`src/rtl/bloom_probe_sched_pkg.sv`:
```
// Shared types, default sizes and probe field helpers for the Bloom filter
// probe scheduler. A probe is packed as {word_addr, bit_sel}.
package bloom_pkg;

    typedef enum logic [2:0] {
        IDLE,
        Q_RD,
        Q_LAST,
        INS_RD,
        INS_WR,
        CLEAR,
        RESP
    } bloom_sched_state_t;

    typedef enum logic {
        GNT_QUERY,
        GNT_INSERT
    } bloom_grant_t;

    // Which operation the RESP state is finishing.
    typedef enum logic [1:0] {
        OP_QUERY,
        OP_INSERT,
        OP_CLEAR
    } bloom_op_t;

    localparam int DEF_HASH_COUNT = 3;
    localparam int DEF_ADDR_WIDTH = 8;
    localparam int DEF_DATA_WIDTH = 16;

    // Word address of a probe; the caller narrows the result to ADDR_WIDTH.
    function automatic logic [31:0] probe_word(input logic [31:0] probe, input int bit_w);
        return probe >> bit_w;
    endfunction

    // Bit select of a probe; the caller narrows the result to BIT_W.
    function automatic logic [31:0] probe_bit(input logic [31:0] probe, input int bit_w);
        return probe & ((32'd1 << bit_w) - 32'd1);
    endfunction

endpackage

```
`src/rtl/bloom_probe_sched_if.sv`:
```
// Request/response and BRAM signals of the probe scheduler.
// master: requesters plus BRAM side; slave: the scheduler itself.
interface bloom_probe_sched_if
    import bloom_pkg::*;
#(
    parameter int HASH_COUNT = DEF_HASH_COUNT,
    parameter int ADDR_WIDTH = DEF_ADDR_WIDTH,
    parameter int DATA_WIDTH = DEF_DATA_WIDTH
);
    localparam int BIT_W = $clog2(DATA_WIDTH);
    localparam int PW    = ADDR_WIDTH + BIT_W;

    logic                       q_valid;
    logic                       q_ready;
    logic [HASH_COUNT*PW-1:0]   q_probes;
    logic                       q_resp_valid;
    logic                       q_hit;

    logic                       ins_valid;
    logic                       ins_ready;
    logic [HASH_COUNT*PW-1:0]   ins_probes;
    logic                       ins_done;

    logic                       clr_req;
    logic                       clr_busy;
    logic                       clr_done;

    logic                       mem_en;
    logic                       mem_we;
    logic [ADDR_WIDTH-1:0]      mem_addr;
    logic [DATA_WIDTH-1:0]      mem_wdata;
    logic [DATA_WIDTH-1:0]      mem_rdata;

    modport master (
        output q_valid, q_probes, ins_valid, ins_probes, clr_req, mem_rdata,
        input  q_ready, q_resp_valid, q_hit, ins_ready, ins_done,
               clr_busy, clr_done, mem_en, mem_we, mem_addr, mem_wdata
    );

    modport slave (
        input  q_valid, q_probes, ins_valid, ins_probes, clr_req, mem_rdata,
        output q_ready, q_resp_valid, q_hit, ins_ready, ins_done,
               clr_busy, clr_done, mem_en, mem_we, mem_addr, mem_wdata
    );

endinterface

```
`src/rtl/bloom_probe_sched_rr_arb2.sv`:
```
// Two-way round-robin arbiter between query and insert. The last grant is
// registered and only moves when the granted request is actually accepted.
module rr_arb2
    import bloom_pkg::*;
(
    input  logic         clk,
    input  logic         rst,
    input  logic         req_q_i,
    input  logic         req_ins_i,
    input  logic         accept_i,
    output bloom_grant_t gnt_o
);

    bloom_grant_t last_q;
    bloom_grant_t last_d;

    // A lone requester wins outright; otherwise the side not granted last.
    always_comb begin
        if (req_q_i && !req_ins_i) begin
            gnt_o = GNT_QUERY;
        end else if (req_ins_i && !req_q_i) begin
            gnt_o = GNT_INSERT;
        end else if (last_q == GNT_INSERT) begin
            gnt_o = GNT_QUERY;
        end else begin
            gnt_o = GNT_INSERT;
        end
    end

    // Remember the winner of each accepted request.
    always_comb begin
        last_d = last_q;
        if (accept_i) begin
            last_d = gnt_o;
        end
    end

    // Last-grant register; starts at INSERT so the query wins first.
    always_ff @(posedge clk or posedge rst) begin
        if (rst) begin
            last_q <= GNT_INSERT;
        end else begin
            last_q <= last_d;
        end
    end

endmodule

```
`src/rtl/bloom_probe_sched.sv`:
```
// Bloom filter bit-array scheduler: arbitrates query, insert and clear onto
// one single-port BRAM. Queries read HASH_COUNT probes back to back, inserts
// read-modify-write each probe in turn, clear zeroes every word.
// Optional feature macro: BLOOM_EARLY_EXIT_EN (query stops at first 0 bit).
module bloom_probe_sched
    import bloom_pkg::*;
#(
    parameter int HASH_COUNT = DEF_HASH_COUNT,
    parameter int ADDR_WIDTH = DEF_ADDR_WIDTH,
    parameter int DATA_WIDTH = DEF_DATA_WIDTH
)(
    input  logic                clk,
    input  logic                rst,
    bloom_probe_sched_if.slave  bus
);

    localparam int BIT_W = $clog2(DATA_WIDTH);
    localparam int PW    = ADDR_WIDTH + BIT_W;
    localparam int IDX_W = (HASH_COUNT > 1) ? $clog2(HASH_COUNT) : 1;
    localparam logic [IDX_W-1:0]      LAST_IDX  = IDX_W'(HASH_COUNT - 1);
    localparam logic [ADDR_WIDTH-1:0] LAST_ADDR = '1;
`ifdef BLOOM_EARLY_EXIT_EN
    localparam bit EARLY_EXIT = 1'b1;
`else
    localparam bit EARLY_EXIT = 1'b0;
`endif

    bloom_sched_state_t         state_q, state_d;
    bloom_op_t                  op_q, op_d;
    logic [HASH_COUNT*PW-1:0]   probes_q, probes_d;
    logic [IDX_W-1:0]           idx_q, idx_d;
    logic [ADDR_WIDTH-1:0]      clr_cnt_q, clr_cnt_d;
    logic                       hit_q, hit_d;
    logic [BIT_W-1:0]           prev_bit_q, prev_bit_d;
    logic                       prev_vld_q, prev_vld_d;

    logic [PW-1:0]              probe_arr [HASH_COUNT];
    logic [ADDR_WIDTH-1:0]      cur_word;
    logic [BIT_W-1:0]           cur_bit;
    logic [DATA_WIDTH-1:0]      bit_mask;
    logic                       sampled_bit;
    bloom_grant_t               gnt;
    logic                       arb_open;
    logic                       q_acc;
    logic                       ins_acc;
    logic                       resp;

    // Unpack the captured probe vector into one entry per hash.
    for (genvar gi = 0; gi < HASH_COUNT; gi++) begin : g_probe
        assign probe_arr[gi] = probes_q[gi*PW +: PW];
    end

    assign cur_word    = ADDR_WIDTH'(probe_word(32'(probe_arr[idx_q]), BIT_W));
    assign cur_bit     = BIT_W'(probe_bit(32'(probe_arr[idx_q]), BIT_W));
    assign bit_mask    = DATA_WIDTH'(1) << cur_bit;
    // Bit of the probe whose read was issued in the previous cycle.
    assign sampled_bit = bus.mem_rdata[prev_bit_q];

    rr_arb2 u_arb (
        .clk       (clk),
        .rst       (rst),
        .req_q_i   (bus.q_valid),
        .req_ins_i (bus.ins_valid),
        .accept_i  (q_acc || ins_acc),
        .gnt_o     (gnt)
    );

    // Readiness is gated by reset so every output reads 0 while rst is high.
    assign arb_open      = (state_q == IDLE) && !rst && !bus.clr_req;
    assign bus.q_ready   = arb_open && (gnt == GNT_QUERY);
    assign bus.ins_ready = arb_open && (gnt == GNT_INSERT);
    assign q_acc         = bus.q_valid && bus.q_ready;
    assign ins_acc       = bus.ins_valid && bus.ins_ready;

    assign resp             = (state_q == RESP);
    assign bus.q_resp_valid = resp && (op_q == OP_QUERY);
    assign bus.q_hit        = resp && (op_q == OP_QUERY) && hit_q;
    assign bus.ins_done     = resp && (op_q == OP_INSERT);
    assign bus.clr_done     = resp && (op_q == OP_CLEAR);
    assign bus.clr_busy     = (state_q == CLEAR);

    // Next-state logic: arbitration, probe stepping and hit accumulation.
    always_comb begin
        state_d    = state_q;
        op_d       = op_q;
        probes_d   = probes_q;
        idx_d      = idx_q;
        clr_cnt_d  = clr_cnt_q;
        hit_d      = hit_q;
        prev_bit_d = cur_bit;
        prev_vld_d = 1'b0;
        case (state_q)
            IDLE: begin
                if (bus.clr_req) begin
                    state_d   = CLEAR;
                    op_d      = OP_CLEAR;
                    clr_cnt_d = '0;
                end else if (q_acc) begin
                    state_d  = Q_RD;
                    op_d     = OP_QUERY;
                    probes_d = bus.q_probes;
                    idx_d    = '0;
                    hit_d    = 1'b1;
                end else if (ins_acc) begin
                    state_d  = INS_RD;
                    op_d     = OP_INSERT;
                    probes_d = bus.ins_probes;
                    idx_d    = '0;
                end
            end
            Q_RD: begin
                prev_vld_d = 1'b1;
                if (idx_q == LAST_IDX) begin
                    state_d = Q_LAST;
                end else begin
                    idx_d = idx_q + 1'b1;
                end
            end
            Q_LAST: state_d = RESP;
            INS_RD: state_d = INS_WR;
            INS_WR: begin
                if (idx_q == LAST_IDX) begin
                    state_d = RESP;
                end else begin
                    idx_d   = idx_q + 1'b1;
                    state_d = INS_RD;
                end
            end
            CLEAR: begin
                if (clr_cnt_q == LAST_ADDR) begin
                    state_d = RESP;
                end else begin
                    clr_cnt_d = clr_cnt_q + 1'b1;
                end
            end
            RESP:    state_d = IDLE;
            default: state_d = IDLE;
        endcase
        // Read data of a query probe arrives one cycle after its read.
        if (prev_vld_q) begin
            hit_d = hit_q & sampled_bit;
            if (EARLY_EXIT && !sampled_bit) begin
                state_d    = RESP;
                prev_vld_d = 1'b0;
            end
        end
    end

    // BRAM port drive; everything is held at 0 when the port is idle.
    always_comb begin
        bus.mem_en    = 1'b0;
        bus.mem_we    = 1'b0;
        bus.mem_addr  = '0;
        bus.mem_wdata = '0;
        case (state_q)
            Q_RD, INS_RD: begin
                bus.mem_en   = 1'b1;
                bus.mem_addr = cur_word;
            end
            INS_WR: begin
                bus.mem_en    = 1'b1;
                bus.mem_we    = 1'b1;
                bus.mem_addr  = cur_word;
                bus.mem_wdata = bus.mem_rdata | bit_mask;
            end
            CLEAR: begin
                bus.mem_en   = 1'b1;
                bus.mem_we   = 1'b1;
                bus.mem_addr = clr_cnt_q;
            end
            default: ;
        endcase
    end

    // State and datapath registers; reset aborts any operation in flight.
    always_ff @(posedge clk or posedge rst) begin
        if (rst) begin
            state_q    <= IDLE;
            op_q       <= OP_QUERY;
            probes_q   <= '0;
            idx_q      <= '0;
            clr_cnt_q  <= '0;
            hit_q      <= 1'b0;
            prev_bit_q <= '0;
            prev_vld_q <= 1'b0;
        end else begin
            state_q    <= state_d;
            op_q       <= op_d;
            probes_q   <= probes_d;
            idx_q      <= idx_d;
            clr_cnt_q  <= clr_cnt_d;
            hit_q      <= hit_d;
            prev_bit_q <= prev_bit_d;
            prev_vld_q <= prev_vld_d;
        end
    end

endmodule

```
`src/flat_wrapper.sv`:
```
// flat-port wrapper written by rule: the top's interface ports become plain ports
module bloom_probe_sched_flat import bloom_pkg::*;
#(
    parameter int HASH_COUNT = DEF_HASH_COUNT,
    parameter int ADDR_WIDTH = DEF_ADDR_WIDTH,
    parameter int DATA_WIDTH = DEF_DATA_WIDTH
)
  (clk, rst, bus_q_valid, bus_q_probes, bus_ins_valid, bus_ins_probes, bus_clr_req, bus_mem_rdata, bus_q_ready, bus_q_resp_valid, bus_q_hit, bus_ins_ready, bus_ins_done, bus_clr_busy, bus_clr_done, bus_mem_en, bus_mem_we, bus_mem_addr, bus_mem_wdata);
  bloom_probe_sched_if #(.HASH_COUNT(HASH_COUNT), .ADDR_WIDTH(ADDR_WIDTH), .DATA_WIDTH(DATA_WIDTH)) bus_i ();
  input  logic clk;
  input  logic rst;
  input wire logic [$bits(bus_i.q_valid)-1:0] bus_q_valid;
  input wire logic [$bits(bus_i.q_probes)-1:0] bus_q_probes;
  input wire logic [$bits(bus_i.ins_valid)-1:0] bus_ins_valid;
  input wire logic [$bits(bus_i.ins_probes)-1:0] bus_ins_probes;
  input wire logic [$bits(bus_i.clr_req)-1:0] bus_clr_req;
  input wire logic [$bits(bus_i.mem_rdata)-1:0] bus_mem_rdata;
  output wire logic [$bits(bus_i.q_ready)-1:0] bus_q_ready;
  output wire logic [$bits(bus_i.q_resp_valid)-1:0] bus_q_resp_valid;
  output wire logic [$bits(bus_i.q_hit)-1:0] bus_q_hit;
  output wire logic [$bits(bus_i.ins_ready)-1:0] bus_ins_ready;
  output wire logic [$bits(bus_i.ins_done)-1:0] bus_ins_done;
  output wire logic [$bits(bus_i.clr_busy)-1:0] bus_clr_busy;
  output wire logic [$bits(bus_i.clr_done)-1:0] bus_clr_done;
  output wire logic [$bits(bus_i.mem_en)-1:0] bus_mem_en;
  output wire logic [$bits(bus_i.mem_we)-1:0] bus_mem_we;
  output wire logic [$bits(bus_i.mem_addr)-1:0] bus_mem_addr;
  output wire logic [$bits(bus_i.mem_wdata)-1:0] bus_mem_wdata;
  assign bus_i.q_valid = bus_q_valid;
  assign bus_i.q_probes = bus_q_probes;
  assign bus_i.ins_valid = bus_ins_valid;
  assign bus_i.ins_probes = bus_ins_probes;
  assign bus_i.clr_req = bus_clr_req;
  assign bus_i.mem_rdata = bus_mem_rdata;
  assign bus_q_ready = bus_i.q_ready;
  assign bus_q_resp_valid = bus_i.q_resp_valid;
  assign bus_q_hit = bus_i.q_hit;
  assign bus_ins_ready = bus_i.ins_ready;
  assign bus_ins_done = bus_i.ins_done;
  assign bus_clr_busy = bus_i.clr_busy;
  assign bus_clr_done = bus_i.clr_done;
  assign bus_mem_en = bus_i.mem_en;
  assign bus_mem_we = bus_i.mem_we;
  assign bus_mem_addr = bus_i.mem_addr;
  assign bus_mem_wdata = bus_i.mem_wdata;
  bloom_probe_sched #(.HASH_COUNT(HASH_COUNT), .ADDR_WIDTH(ADDR_WIDTH), .DATA_WIDTH(DATA_WIDTH)) u_core (.clk(clk), .rst(rst), .bus(bus_i));
endmodule
```
`config.mk`:
```
export PLATFORM = sky130hd
export DESIGN_NAME = bloom_probe_sched_flat
export DESIGN_NICKNAME = d
export VERILOG_FILES = /design/src/rtl/bloom_probe_sched_pkg.sv /design/src/rtl/bloom_probe_sched_if.sv /design/src/rtl/bloom_probe_sched_rr_arb2.sv /design/src/rtl/bloom_probe_sched.sv /design/src/flat_wrapper.sv
export SDC_FILE = /design/constraint.sdc
export NUM_CORES = 1
export LEC_CHECK = 0
export ABC_AREA = 1
export CELL_PAD_IN_SITES_DETAIL_PLACEMENT = 0
export CELL_PAD_IN_SITES_GLOBAL_PLACEMENT = 1
export CORE_MARGIN = 5
export CORE_UTILIZATION = 30
export CTS_CLUSTER_SIZE = 25
export DETAILED_ROUTE_END_ITERATION = 10
export PLACE_DENSITY_LB_ADDON = 0.08
export SLEW_MARGIN = 15
export SYNTH_ARGS = -nofsm -noshare
export SYNTH_HDL_FRONTEND = slang
export SYNTH_SLANG_ARGS = --single-unit
```
`constraint.sdc`:
```
create_clock -name clk -period 5.3 [get_ports clk]
set_clock_uncertainty 0.2 [all_clocks]
set_input_delay 1.59 -clock clk [delete_from_list [all_inputs] [get_ports clk]]
set_output_delay 1.59 -clock clk [all_outputs]
set_load 0.02 [all_outputs]
```
==> results of run 1 <==
## cells in the final DEF, fill, tap and decap left out, types with 5 or more instances in the layout
cell,count
inv_1,149
nand2_1,126
clkdlybuf4s50_1,125
nand3_1,67
dfrtp_1,57
o21ai_0,51
nand4_1,36
a21oi_1,35
nor2_1,29
o21ai_1,11
clkbuf_16,9
buf_4,8
a21oi_2,6
nor3_1,5
## layout make-up
class	count	area share, %
Clock buffer	9	3.92
Clock inverter	7	1.76
Inverter	151	9.86
Multi-Input combinational cell	385	32.5
Sequential cell	58	25.3
Tap cell	176	3.83
Timing Repair Buffer	133	22.8
## metal layers
layer	up-vias	GRT usage, %
met1	1921	21.7
li1	2205	-
met3	8	3.15
met2	95	25.6
met4	0	3.60
met5	-	0
## logic make-up (layout without fill, tap and decap cells)
logic type      count (synthesis)  count (layout)  synth area share, %
compound gates                108             108                 14.1
xor+xnor                        4               4                0.863
fa+ha+maj                       2               2                0.616
buf+inv                       184             300                 18.3
flops                          58              58                 35.8
simple gates                  271             271                 30.3
## power groups by stage
stage               sequential [mW]  combinational (mW)  clock [mW]
global route                  0.445               0.182       0.665
finish                        0.445               0.161       0.635
CTS                           0.445               0.164       0.646
global placement              0.453               0.163           0
detailed placement            0.453               0.164           0
floorplan                     0.453              0.0759           0
## path summary, 6_finish.rpt
| kind | end | slack, ns |
|---|---|---|
| max | bus_q_ready | 0.22 |
| min | u_core.u_arb.last_q | 0.28 |
| max reg2reg | u_core.probes_q[27] | 2.35 |
| min reg2reg | u_core.u_arb.last_q | 0.28 |
| max in group asynchronous | u_core.u_arb.last_q | 2.42 |
| min in group asynchronous | u_core.clr_cnt_q[5] | 1.64 |
## per-stage QoR
stage / total power, mW / util (%) / setup WS [ns]
floorplan: 0.529 / - / 0.786
global placement: 0.616 / 40.9 / 0.236
detailed placement: 0.617 / 40.9 / 0.224
CTS: 1.26 / 43.4 / 0.189
global route: 1.29 / 43.4 / 0.0323
finish: 1.24 / 43.4 / 0.216
## state kept, by name, summed over array words and instances (netlist names)
signal and flops:
u_core.probes_q 36, u_core.clr_cnt_q 8, u_core.prev_bit_q 4, u_core.state_q 3
u_core.idx_q 2, u_core.op_q 2, u_core.hit_q 1, u_core.prev_vld_q 1
u_core.u_arb.last_q 1
## critical path, delay by kind of cell
| kind | cells | cell delay (ns) |
|---|---|---|
| and+or+nand+nor | 3 | 0.47 |
| buffers and inverters | 4 | 1.23 |
==> flow_summary.yaml, run 1 <==
logic_synthesis:
  synth_common_cells: "150 x inv_1, 126 x nand2_1, 67 x nand3_1"
  synth_edf_count: 0
  synth_top_area_cell: "dfrtp_1"
  yosys-top-cells-area: "dfrtp_1 35%, inv_1 14%, nand2_1 12%, nand3_1 8.3%, o21ai_0 6.3%"
  synth_top_area_share_pct: 35.1
  yosysWarnings: 0
  ys_async_sr_fraction_pct: 100
  synthFlopType: "dfrtp_1"
  ys_types: 29
  avgSynthCellArea_sq_um: 6.48
  synth-seq-cells: 58
  synth_area_sq_um: 4060
  yosysMostFrequentCell: "inv_1"
  ys_seq_area_share_pct: 35.8
  synth_cells: 627
  syn_nets: 722
critical_path:
  arrival_ns: 3.29
  startpoint: "bus_clr_req"
  cp.required_ns: 3.51
  path_cells: "clkdlybuf4s50_1 > inv_1 > nand3_2 > nor2_2 > inv_1 > nor3_1 > clkdlybuf4s50_1"
  endpoint_kind: "output port"
  max_stage_delay_ns: 0.63
  path_max_fanout: 4
  critPathKind: "input pin to output port"
  r2r-start: "u_core.state_q[1]"
  cpMaxStageDelayCell: "clkdlybuf4s50_1"
  worstSetupStartpointType: "input pin"
  worst-r2r-cell-count: 9
cts:
  clk_latency_ns: 0.32
  cts_num_sinks: 58
  cts_root_buf: "clkbuf_16"
  cts_hold_buf: 0
  cts.clk_slew.worst_paths_ns: 0.05
  cts_tree: "built"
  postCtsResizedCells: 0
  cts_buffer_depth: 2
  post_cts_buffers: 0
  numCtsBuffers: 9
  htreeDepth: 3
grt:
  overflow: 0
  grt_pass1_vias: 4196
  grt_pass1_wl_um: 21000
  grt_usage_pct: 15.7
  grt_max_degree: 43
  antenna_found_initial: 0
flow_run:
  max-cap-violations: 0
final_layout:
  num-nets-final: 833
  syn2layout_area_growth_pct: 41.5
  seq_area_sq_um: 1450
  final_cell_area_sq_um: 5750
  stdcell_count: 919
  multi_input_area_sq_um: 1870
  antenna_cells: 0
  fillerInstances: 1452
  drive_gt1_share_pct: 5.65
timing:
  hold_slack_ns: 0.277
  relSlewSlack_pct: 39.9
  fmaxAchievable_ghz: 0.197
  report.final.slew_viol_count: 0
  worst_slew_pin_slew_ns: 0.900
  setup_viol: 0
  fin_crit_sh_pct: 95.9
  rsz0062_at_grt: "no"
  period_minus_slack_ns: 5.08
  setup_tns_ns: 0
  hold_violations: 0
power_and_ir_drop:
  switching_share_pct: 23.9
  p_switching_uw: 297
  p_clk_share_pct: 51.2
  p_seq_share_pct: 35.9
  p_per_area_nw_per_um2: 216
  combPwrFrac_pct: 13.0
  leakage_nw: 3.01
  p_int_uw: 945
  ir_drop_mv: 0.148
die:
  die_w_um: 126
  ios: 126
  rows: 42
  core_sq_um: 13200
  die_area_sq_um: 16000
  start_util_pct: 30.7
  die_h_um: 126
route:
  via_per_inst: 4.60
  antenna_left: 0
  wire_per_inst_um: 13.6
  finalWirelength_um: 12500
  drt_iter0_markers: 332
  drc_errors: 0
  num_vias: 4229
  first_pass_iters: 4
  wl_met1_um: 6050
  wl_met2_um: 5820
  dr_wl_met3_um: 562
  dr.max_layer_used: "met4"
placed_design:
  place_congestion: 0.814
  placed_area_sq_um: 5420
  hpwl_um: 9560
  placed_cells: 903
  io_buffers: 125
hold_path:
  worstHoldStart: "u_core.u_arb.last_q"
  hold_depth: 2
  hp-class: "flop to flop"
status:
  status: "complete, no violations"
Note: power is estimated with default switching activity, not from simulation.
==> run 2: changes to the inputs <==
- clock period: 5.3 -> 5.62 ns (I/O delays scaled with it)
==> run 2 against run 1 <==
Net effect: sequential share of layout area grew 0.19 points; final area shrank 0.76%; cell count shrank 0.22%; non-clock buffer count shrank 2; combinational power shrank 5%; wire length grew 1.1%; flip-flop and latch count is the same; largest cell class unchanged.
==> flow_summary.yaml, run 2 (same netlist as run 1, synthesis figures left out) <==
power_and_ir_drop:
  p_total_mw: 1.08
  leakage_nw: 2.99
  ir_drop_mv: 0.130
  p_per_area_nw_per_um2: 189
critical_path:
  cpMaxStageDelayCell: "clkdlybuf4s50_1"
  arrival_ns: 3.46
  endpoint_kind: "output port"
  path_delay_family: "buffers and inverters"
  critPathKind: "input pin to output port"
  crit_buf_inv: 4
  path_cells: "clkdlybuf4s50_1 > inv_1 > nand3_2 > nor2_2 > inv_1 > nor3_1 > clkdlybuf4s50_1"
  max_stage_delay_ns: 0.64
  worstSetupStartpointType: "input pin"
  path_max_fanout: 4
  cp.required_ns: 3.73
die:
  ios: 126
  start_util_pct: 30.7
  die_w_um: 126
  rows: 42
  die_area_sq_um: 16000
  core_sq_um: 13200
  die_h_um: 126
route:
  wire_per_inst_um: 13.8
  drt_iter0_markers: 290
  num_vias: 4290
  finalWirelength_um: 12700
  via_per_inst: 4.68
  antenna_left: 0
  first_pass_iters: 5
  drc_errors: 0
timing:
  report.final.slew_viol_count: 0
  hold_violations: 0
  setup_tns_ns: 0
  period_minus_slack_ns: 5.34
  worst_slew_pin_slew_ns: 0.782
  rsz0062_at_grt: "no"
  relSlewSlack_pct: 47.8
  fmaxAchievable_ghz: 0.187
  setup_viol: 0
  hold_slack_ns: 0.276
  fin_crit_sh_pct: 95.1
grt:
  grt_pass1_vias: 4306
  grt_usage_pct: 16.3
  overflow: 0
  grt_max_degree: 47
  grt_pass1_wl_um: 21300
  antenna_found_initial: 1
cts:
  cts_buffer_depth: 2
  cts_tree: "built"
  post_cts_buffers: 0
  htreeDepth: 3
  clk_latency_ns: 0.32
  numCtsBuffers: 9
  cts.clk_slew.worst_paths_ns: 0.05
  cts_root_buf: "clkbuf_16"
  cts_num_sinks: 58
final_layout:
  drive_gt1_share_pct: 5.53
  num-nets-final: 831
  final_common_cell: "inv_1"
  antenna_cells: 0
  reg.largest.list: "u_core.probes_q (36), u_core.clr_cnt_q (8), u_core.prev_bit_q (4)"
  largest_reg_flops: 36
  seq_area_sq_um: 1450
  syn2layout_area_growth_pct: 40.4
  final_cell_mix: "148 x inv_1, 126 x nand2_1, 125 x clkdlybuf4s50_1, 67 x nand3_1, 57 x dfrtp_1"
  final_cell_area_sq_um: 5700
  top_register: "u_core.probes_q"
  stdcell_count: 917
  multi_input_area_sq_um: 1870
  fillerInstances: 1480
placed_design:
  placed_area_sq_um: 5420
  placed_cells: 901
  place_congestion: 0.819
  hpwl_um: 9610
  io_buffers: 125
flow_run:
  max-cap-violations: 0
status:
  status: "complete, no violations"
hold_path:
  hp-class: "flop to flop"
[run 2: report_power, final]
part           internal [mW]  switching (mW)  leakage [nW]
Sequential             0.420               0         0.609
Combinational         0.0801          0.0730          2.24
Clock                  0.319           0.188         0.145
[run 2: worst register-to-register path: stages (launching register included)]
cell,delay (ns)
dfrtp_1,0.49
nor2_4,0.17
nand3_2,0.11
nor2_2,0.25
buf_4,0.41
nand3_2,0.09
buf_4,0.29
nand2_2,0.53
buf_12,0.31
nand3_1,0.13
o21ai_0,0.10
[run 2: cell type report]
| cell class | instances | area share, % |
|---|---|---|
| Clock buffer | 11 | 4.43 |
| Clock inverter | 5 | 0.505 |
| Inverter | 151 | 10.0 |
| Multi-Input combinational cell | 385 | 32.8 |
| Sequential cell | 58 | 25.5 |
| Tap cell | 176 | 3.86 |
| Timing Repair Buffer | 131 | 22.9 |
[run 2: what timing repair did]
item	4_1_cts	5_1_grt
setup endpoints to repair	0	2
hold buffers	0	0
resized for setup	0	1
[run 2: per-stage QoR]
| stage | worst slack (ns) | util, % |
|---|---|---|
| final | 0.276 | 43.1 |
| after global routing | 0.0291 | 43.1 |
| after CTS | 0.329 | 43.0 |
| after detailed placement | 0.357 | 40.9 |
| after global placement | 0.370 | 40.9 |
| after floorplan | 0.914 | - |
[run 2: worst paths after layout]
check / depth (start not counted) / end / slack, ns / from
worst max-delay path: 7 / bus_q_ready / 0.28 / bus_clr_req
worst min-delay path: 2 / u_core.u_arb.last_q / 0.28 / u_core.u_arb.last_q
worst max register to register: 10 / u_core.probes_q[10] / 2.46 / u_core.state_q[1]
worst min register to register: 2 / u_core.u_arb.last_q / 0.28 / u_core.u_arb.last_q
max in group asynchronous: 3 / u_core.u_arb.last_q / 2.64 / rst
min in group asynchronous: 2 / u_core.clr_cnt_q[2] / 1.71 / rst
[run 2: per-layer routing]
metal	up-vias	global-route usage [%]	routed length [um]
met5	-	0	7
met4	2	3.66	116
met3	10	4.04	605
met2	104	26.7	6090
met1	1980	21.7	5860
li1	2194	-	-
